==> src/rtl/mips_cpu_pkg.sv <==
// Shared types and constants for the mips_cpu_harvard fetch path.
package mips_cpu_pkg;

    typedef logic [31:0] word_t;

    typedef enum logic {
        PC_SEQ,
        PC_SLOT
    } pc_state_t;

    localparam word_t RESET_VECTOR = 32'hBFC0_0000;
    localparam word_t HALT_ADDR    = 32'h0000_0000;

endpackage

==> src/rtl/mips_cpu_pc_unit.sv <==
// Program counter / fetch stage: sequential fetch, one-instruction branch
// delay slot, halt on fetch from HALT_ADDR, sticky misaligned-target error.
module mips_cpu_pc_unit
    import mips_cpu_pkg::*;
#(
    parameter word_t RESET_VECTOR = mips_cpu_pkg::RESET_VECTOR,
    parameter word_t HALT_ADDR    = mips_cpu_pkg::HALT_ADDR
) (
    input  logic        clk,
    input  logic        reset,
    input  logic        clk_enable,
    input  logic        redirect_valid,
    input  logic [31:0] redirect_target,
    output logic [31:0] instr_address,
    output logic [31:0] link_address,
    output logic        in_delay_slot,
    output logic        active,
    output logic        fetch_error
);

    pc_state_t state_q, state_d;
    word_t     pc_q, pc_d;
    word_t     saved_q, saved_d;
    logic      active_q, active_d;
    logic      error_q, error_d;
    word_t     pc_plus4;

    // Next-state selection; a halted unit keeps every register unchanged.
    always_comb begin
        pc_plus4 = pc_q + 32'd4;
        state_d  = state_q;
        pc_d     = pc_q;
        saved_d  = saved_q;
        active_d = active_q;
        error_d  = error_q;
        if (active_q) begin
            case (state_q)
                PC_SEQ: begin
                    pc_d = pc_plus4;
                    if (redirect_valid) begin
                        if (redirect_target[1:0] != 2'b00) begin
                            error_d  = 1'b1;
                            active_d = 1'b0;
                        end else begin
                            saved_d = redirect_target;
                            state_d = PC_SLOT;
                        end
                    end
                end
                PC_SLOT: begin
                    // Branches sitting in a delay slot are ignored.
                    pc_d    = saved_q;
                    state_d = PC_SEQ;
                end
                default: begin
                    state_d = PC_SEQ;
                end
            endcase
            // Reaching the halt address stops the unit on the same edge,
            // dropping any delay slot that would otherwise be entered.
            if (pc_d == HALT_ADDR) begin
                active_d = 1'b0;
                state_d  = PC_SEQ;
            end
        end
    end

    // State, PC and flag registers; reset overrides the global stall.
    always_ff @(posedge clk) begin
        if (reset) begin
            state_q  <= PC_SEQ;
            pc_q     <= RESET_VECTOR;
            saved_q  <= '0;
            active_q <= 1'b1;
            error_q  <= 1'b0;
        end else if (clk_enable) begin
            state_q  <= state_d;
            pc_q     <= pc_d;
            saved_q  <= saved_d;
            active_q <= active_d;
            error_q  <= error_d;
        end
    end

    assign instr_address = pc_q;
    assign link_address  = pc_q + 32'd8;
    assign in_delay_slot = (state_q == PC_SLOT);
    assign active        = active_q;
    assign fetch_error   = error_q;

endmodule

==> config.mk <==
export PLATFORM = sky130hd
export DESIGN_NAME = mips_cpu_pc_unit
export DESIGN_NICKNAME = d
export VERILOG_FILES = /design/src/rtl/mips_cpu_pkg.sv /design/src/rtl/mips_cpu_pc_unit.sv
export SDC_FILE = /design/constraint.sdc
export NUM_CORES = 1
export LEC_CHECK = 0
export BUFFER_PORTS_ARGS = -buffer_cell sky130_fd_sc_hd__buf_2
export CAP_MARGIN = 20
export CORE_ASPECT_RATIO = 1.75
export CORE_UTILIZATION = 49
export DETAILED_ROUTE_END_ITERATION = 16
export PLACE_DENSITY = 0.75
export REMOVE_ABC_BUFFERS = 1
export SYNTH_ARGS = -nofsm -noshare
export SYNTH_HDL_FRONTEND = slang
export SYNTH_SLANG_ARGS = --single-unit
export TNS_END_PERCENT = 10
==> constraint.sdc <==
create_clock -name clk -period 2.85 [get_ports clk]
set_clock_uncertainty 0.1 [all_clocks]
set_input_delay 0.1425 -clock clk [delete_from_list [all_inputs] [get_ports clk]]
set_output_delay 0.1425 -clock clk [all_outputs]
set_load 0.05 [all_outputs]
==> impl_table.tex <==
\begin{tabular}{lr}
\hline
Metric & Value \\
\hline
\multicolumn{2}{l}{\textbf{Worst setup path}} \\
Type of element capturing the critical path & flip-flop \\
Data arrival time of the critical path & 2860 ps \\
Cell Chain, Critical Path & ha\_1, buf\_4, xor2\_1, a211oi\_1, a31oi\_1, nor2\_1, nand3\_1, a2111oi\_4, buf\_4, and4b\_1, a41oi\_1 \\
Critical path launch point & instr\_address[3]\$\_SDFFE\_PP0P\_ \\
Crit start category & flip-flop \\
Reg-to-Reg Start & instr\_address[3]\$\_SDFFE\_PP0P\_ \\
Critical path class & reg -> reg \\
Reg-to-reg setup timing slack & 80 ps \\
Reg2Reg Capture Point & active\$\_SDFFE\_PP1P\_ \\
Most numerous cell on the critical path & sky130\_fd\_sc\_hd\_\_buf\_4 \\
Required time reported for the critical path endpoint & 2930 ps \\
CP max-delay cell & sky130\_fd\_sc\_hd\_\_a2111oi\_4 \\
Slowest stage delay, CP & 430 ps \\
Top fanout value on the critical path & 4 \\
Number of cells traversed by the worst register-to-register path & 11 \\
\multicolumn{2}{l}{\textbf{Floorplan}} \\
Die X & 71.6 um \\
FP Rows & 44 \\
Placeable core region & 0.00826 mm\^{}2 \\
Die area & 0.00887 mm\^{}2 \\
Height of the chip & 124 um \\
Initial core utilization & 0.504 \\
I/O pin cnt & 103 \\
\multicolumn{2}{l}{\textbf{Worst hold path}} \\
Terminating pin of the worst hold path & active\$\_SDFFE\_PP1P\_ \\
Hold Crit Depth & 2 \\
Hold Startpoint & clk\_enable \\
Min-Delay Path Class & in -> reg \\
\multicolumn{2}{l}{\textbf{Place}} \\
Total instance count after detailed placement & 778 \\
Number of buffer cells added on primary ports & 102 \\
RD Place Congestion & 0.931 \\
DPL Wire Length & 10400 um \\
\multicolumn{2}{l}{\textbf{Cells and area}} \\
Area grow syn2layout & 35.8\% \\
Final net count & 766 \\
Area of the multi-input gates & 0.00263 mm\^{}2 \\
Fraction of final layout cells sized beyond drive strength 1 & 0.276 \\
Filler cell count & 705 \\
Sequential standard cell area & 0.00135 mm\^{}2 \\
Antenna diodes & 0 \\
Number of cells in the finished layout apart from fillers & 825 \\
\multicolumn{2}{l}{\textbf{Synth}} \\
Post-synthesis average cell area & 7.17 um\^{}2 \\
Distinct cells, synth & 55 \\
Post-synth EDFFs & 0 \\
Leading register cell type out of synthesis & sky130\_fd\_sc\_hd\_\_dfxtp\_1 \\
Yosys synthesis warning count & 0 \\
Post-synth top area cell & sky130\_fd\_sc\_hd\_\_dfxtp\_1 \\
Share of synthesized registers carrying an async set or reset & 0 \\
Most instantiated cells after synthesis & sky130\_fd\_sc\_hd\_\_nand2\_1, sky130\_fd\_sc\_hd\_\_dfxtp\_1, sky130\_fd\_sc\_hd\_\_a21oi\_1, sky130\_fd\_sc\_hd\_\_nor2\_1, sky130\_fd\_sc\_hd\_\_clkbuf\_1 \\
Post-synth design cell area & 0.00416 mm\^{}2 \\
Post-Syn Instances & 580 \\
Synthesis-stage register bit count & 67 \\
Yosys top cell area share & 0.323 \\
Top cells by area in the synthesized netlist & sky130\_fd\_sc\_hd\_\_dfxtp\_1, sky130\_fd\_sc\_hd\_\_nand2\_1, sky130\_fd\_sc\_hd\_\_a21oi\_1, sky130\_fd\_sc\_hd\_\_nor2\_1, sky130\_fd\_sc\_hd\_\_xnor2\_1 \\
Top-count cell post-synth & sky130\_fd\_sc\_hd\_\_nand2\_1 \\
Share of the yosys chip area belonging to registers & 0.323 \\
\multicolumn{2}{l}{\textbf{Clocking}} \\
Root Driver & sky130\_fd\_sc\_hd\_\_clkbuf\_16 \\
Total number of clock tree sinks & 67 \\
Clock tree from TritonCTS & built \\
CTS clk-pin slew, worst paths & 60 ps \\
Maximum clock insertion buffer count & 2 \\
Total CTS buffers & 9 \\
CTS H-tree lvls & 3 \\
Worst skew pair latency & 330 ps \\
\multicolumn{2}{l}{\textbf{Power}} \\
Pwr/cell area & 436 mW/mm\^{}2 \\
Overall power of the completed layout & 2.46 mW \\
Peak VDD IR & 0.000364 V \\
Leakage Power & 2.33 nW \\
\multicolumn{2}{l}{\textbf{Timing}} \\
Fin crit period & 2770 ps \\
Worst slew pin tran & 746 ps \\
Final worst path period share & 0.973 \\
Unrepaired setup endpoints after global routing & true \\
Fin. max-slew vios & 0 \\
Relative max-transition margin & 0.501 \\
Total of endpoints with negative setup slack in the final report & 0 \\
Final hold viol count & 0 \\
Max frequency & 360 MHz \\
\multicolumn{2}{l}{\textbf{Route}} \\
Mean number of vias per cell & 5.94 \\
Final antenna-violating net count & 0 \\
WL per Instance & 17.6 um \\
Routed vias & 4904 \\
First-pass iteration count of the detailed router & 5 \\
Total Routed Length & 14600 um \\
Number of remaining DRC errors & 0 \\
Count of routing violations after the opening detailed-route iteration & 378 \\
\multicolumn{2}{l}{\textbf{Global route}} \\
Via count of the first global-routing pass & 4494 \\
Met2 usage & 0.580 \\
Number of antenna violations at the first check in global routing & 0 \\
Met1 routing resource usage after global routing & 0.370 \\
Met3 Resource Use GR & 0.0583 \\
Most heavily used metal layer in global routing & met2 \\
Global-route congestion overflow total & 0 \\
Overall Global Routing Usage & 0.329 \\
Wire length of the first global-routing pass & 22300 um \\
Maximum number of pins on one net before global-route repair & 59 \\
\multicolumn{2}{l}{\textbf{Job}} \\
Number of max-capacitance violations reported & 0 \\
\multicolumn{2}{l}{\textbf{Run status}} \\
Result of the run & finished clean \\
\hline
\end{tabular}
## kinds of logic (layout without fill, tap and decap cells)
group	after synthesis	after routing	share of synthesized area
adder cells (fa/ha/maj)	2	2	0.00602
buffers and inverters	58	211	0.0638
flip-flops	67	67	0.323
XOR/XNOR	44	44	0.0927
multiplexers	5	5	0.0123
AND/OR/NAND/NOR	280	280	0.321
AO/OA/AOI/OAI	124	124	0.182
## flip-flops by register name (all words and copies together), names as in the netlist
signal and cells:
in_delay_slot 1, instr_address 32, saved_q 32, active 1, fetch_error 1
## metrics by stage
stage	TNS, ps	area [um^2]	worst slack [ps]	utilization	hold WS, ps
global route	-7.05	5650	-7.05	0.684	34.1
CTS	0	5570	7.21	0.674	2.41
finish	0	5650	75.6	0.684	17.9
floorplan	-45970	3920	-1460	-	112
detailed placement	-458	4970	-241	0.602	288
global placement	-259	4970	-136	0.602	283
## metal layers
metal / vias to the layer above / share of wire
met3: 56 / 0.058
met1: 2275 / 0.38
met2: 239 / 0.52
met5: - / 0
li1: 2334 / -
met4: 0 / 0.046
## power by group
| group | leakage [nW] | internal (mW) | total [mW] | switching, mW |
|---|---|---|---|---|
| Combinational | 1.65 | 0.135 | 0.382 | 0.246 |
| Clock | 0.143 | 0.674 | 1.09 | 0.416 |
| Sequential | 0.545 | 0.960 | 0.989 | 0.0290 |
| Total | 2.33 | 1.77 | 2.46 | 0.691 |
## worst max-delay path, delay by kind of cell (launching register included)
family / cells / cell delay (ps)
AOI/OAI and AO/OA: 4 / 930
xor gates and xnor gates: 1 / 150
adders and majority gates: 1 / 230
buffers and inverters: 2 / 340
DFF: 1 / 340
and+or+nand+nor: 3 / 540
## final cells by class
class | instances | area share
tap | 92 | 0.0204
timing repair buffer | 189 | 0.221
inverter | 6 | 0.00399
clock inverter | 5 | 0.00953
clock buffer | 11 | 0.0412
sequential | 67 | 0.239
multi-input combinational | 455 | 0.466
## cell usage in the layout, fill, tap and decap left out, drive strengths merged, types with 21 or more instances in the layout
cell and instances:
a21oi 64, nand2 111, xor2 21, nand4 22, nand3 23, xnor2 23
nor2 63, buf 157, dlygate4sd3 30, dfxtp 67
## how the worst max path moves through the flow
stage / endpoint / slack (ps) / depth (start not counted)
2_1_floorplan: in_delay_slot$_SDFFE_PP0P_ / -1460 / 4
3_3_place_gp: active$_SDFFE_PP1P_ / -140 / 9
3_5_place_dp: active$_SDFFE_PP1P_ / -240 / 9
4_1_cts: active$_SDFFE_PP1P_ / 7 / 8
5_1_grt: active$_SDFFE_PP1P_ / -7 / 9
6_report: active$_SDFFE_PP1P_ / 80 / 11
## repair_timing
action	CTS	global route
hold endpoints to repair	30	0
pin swaps	0	2
hold buffers	30	0
setup buffers	0	1
gates resized for setup	4	18
endpoints found under the setup margin	6	8
Power figures use the tool's default switching activity.
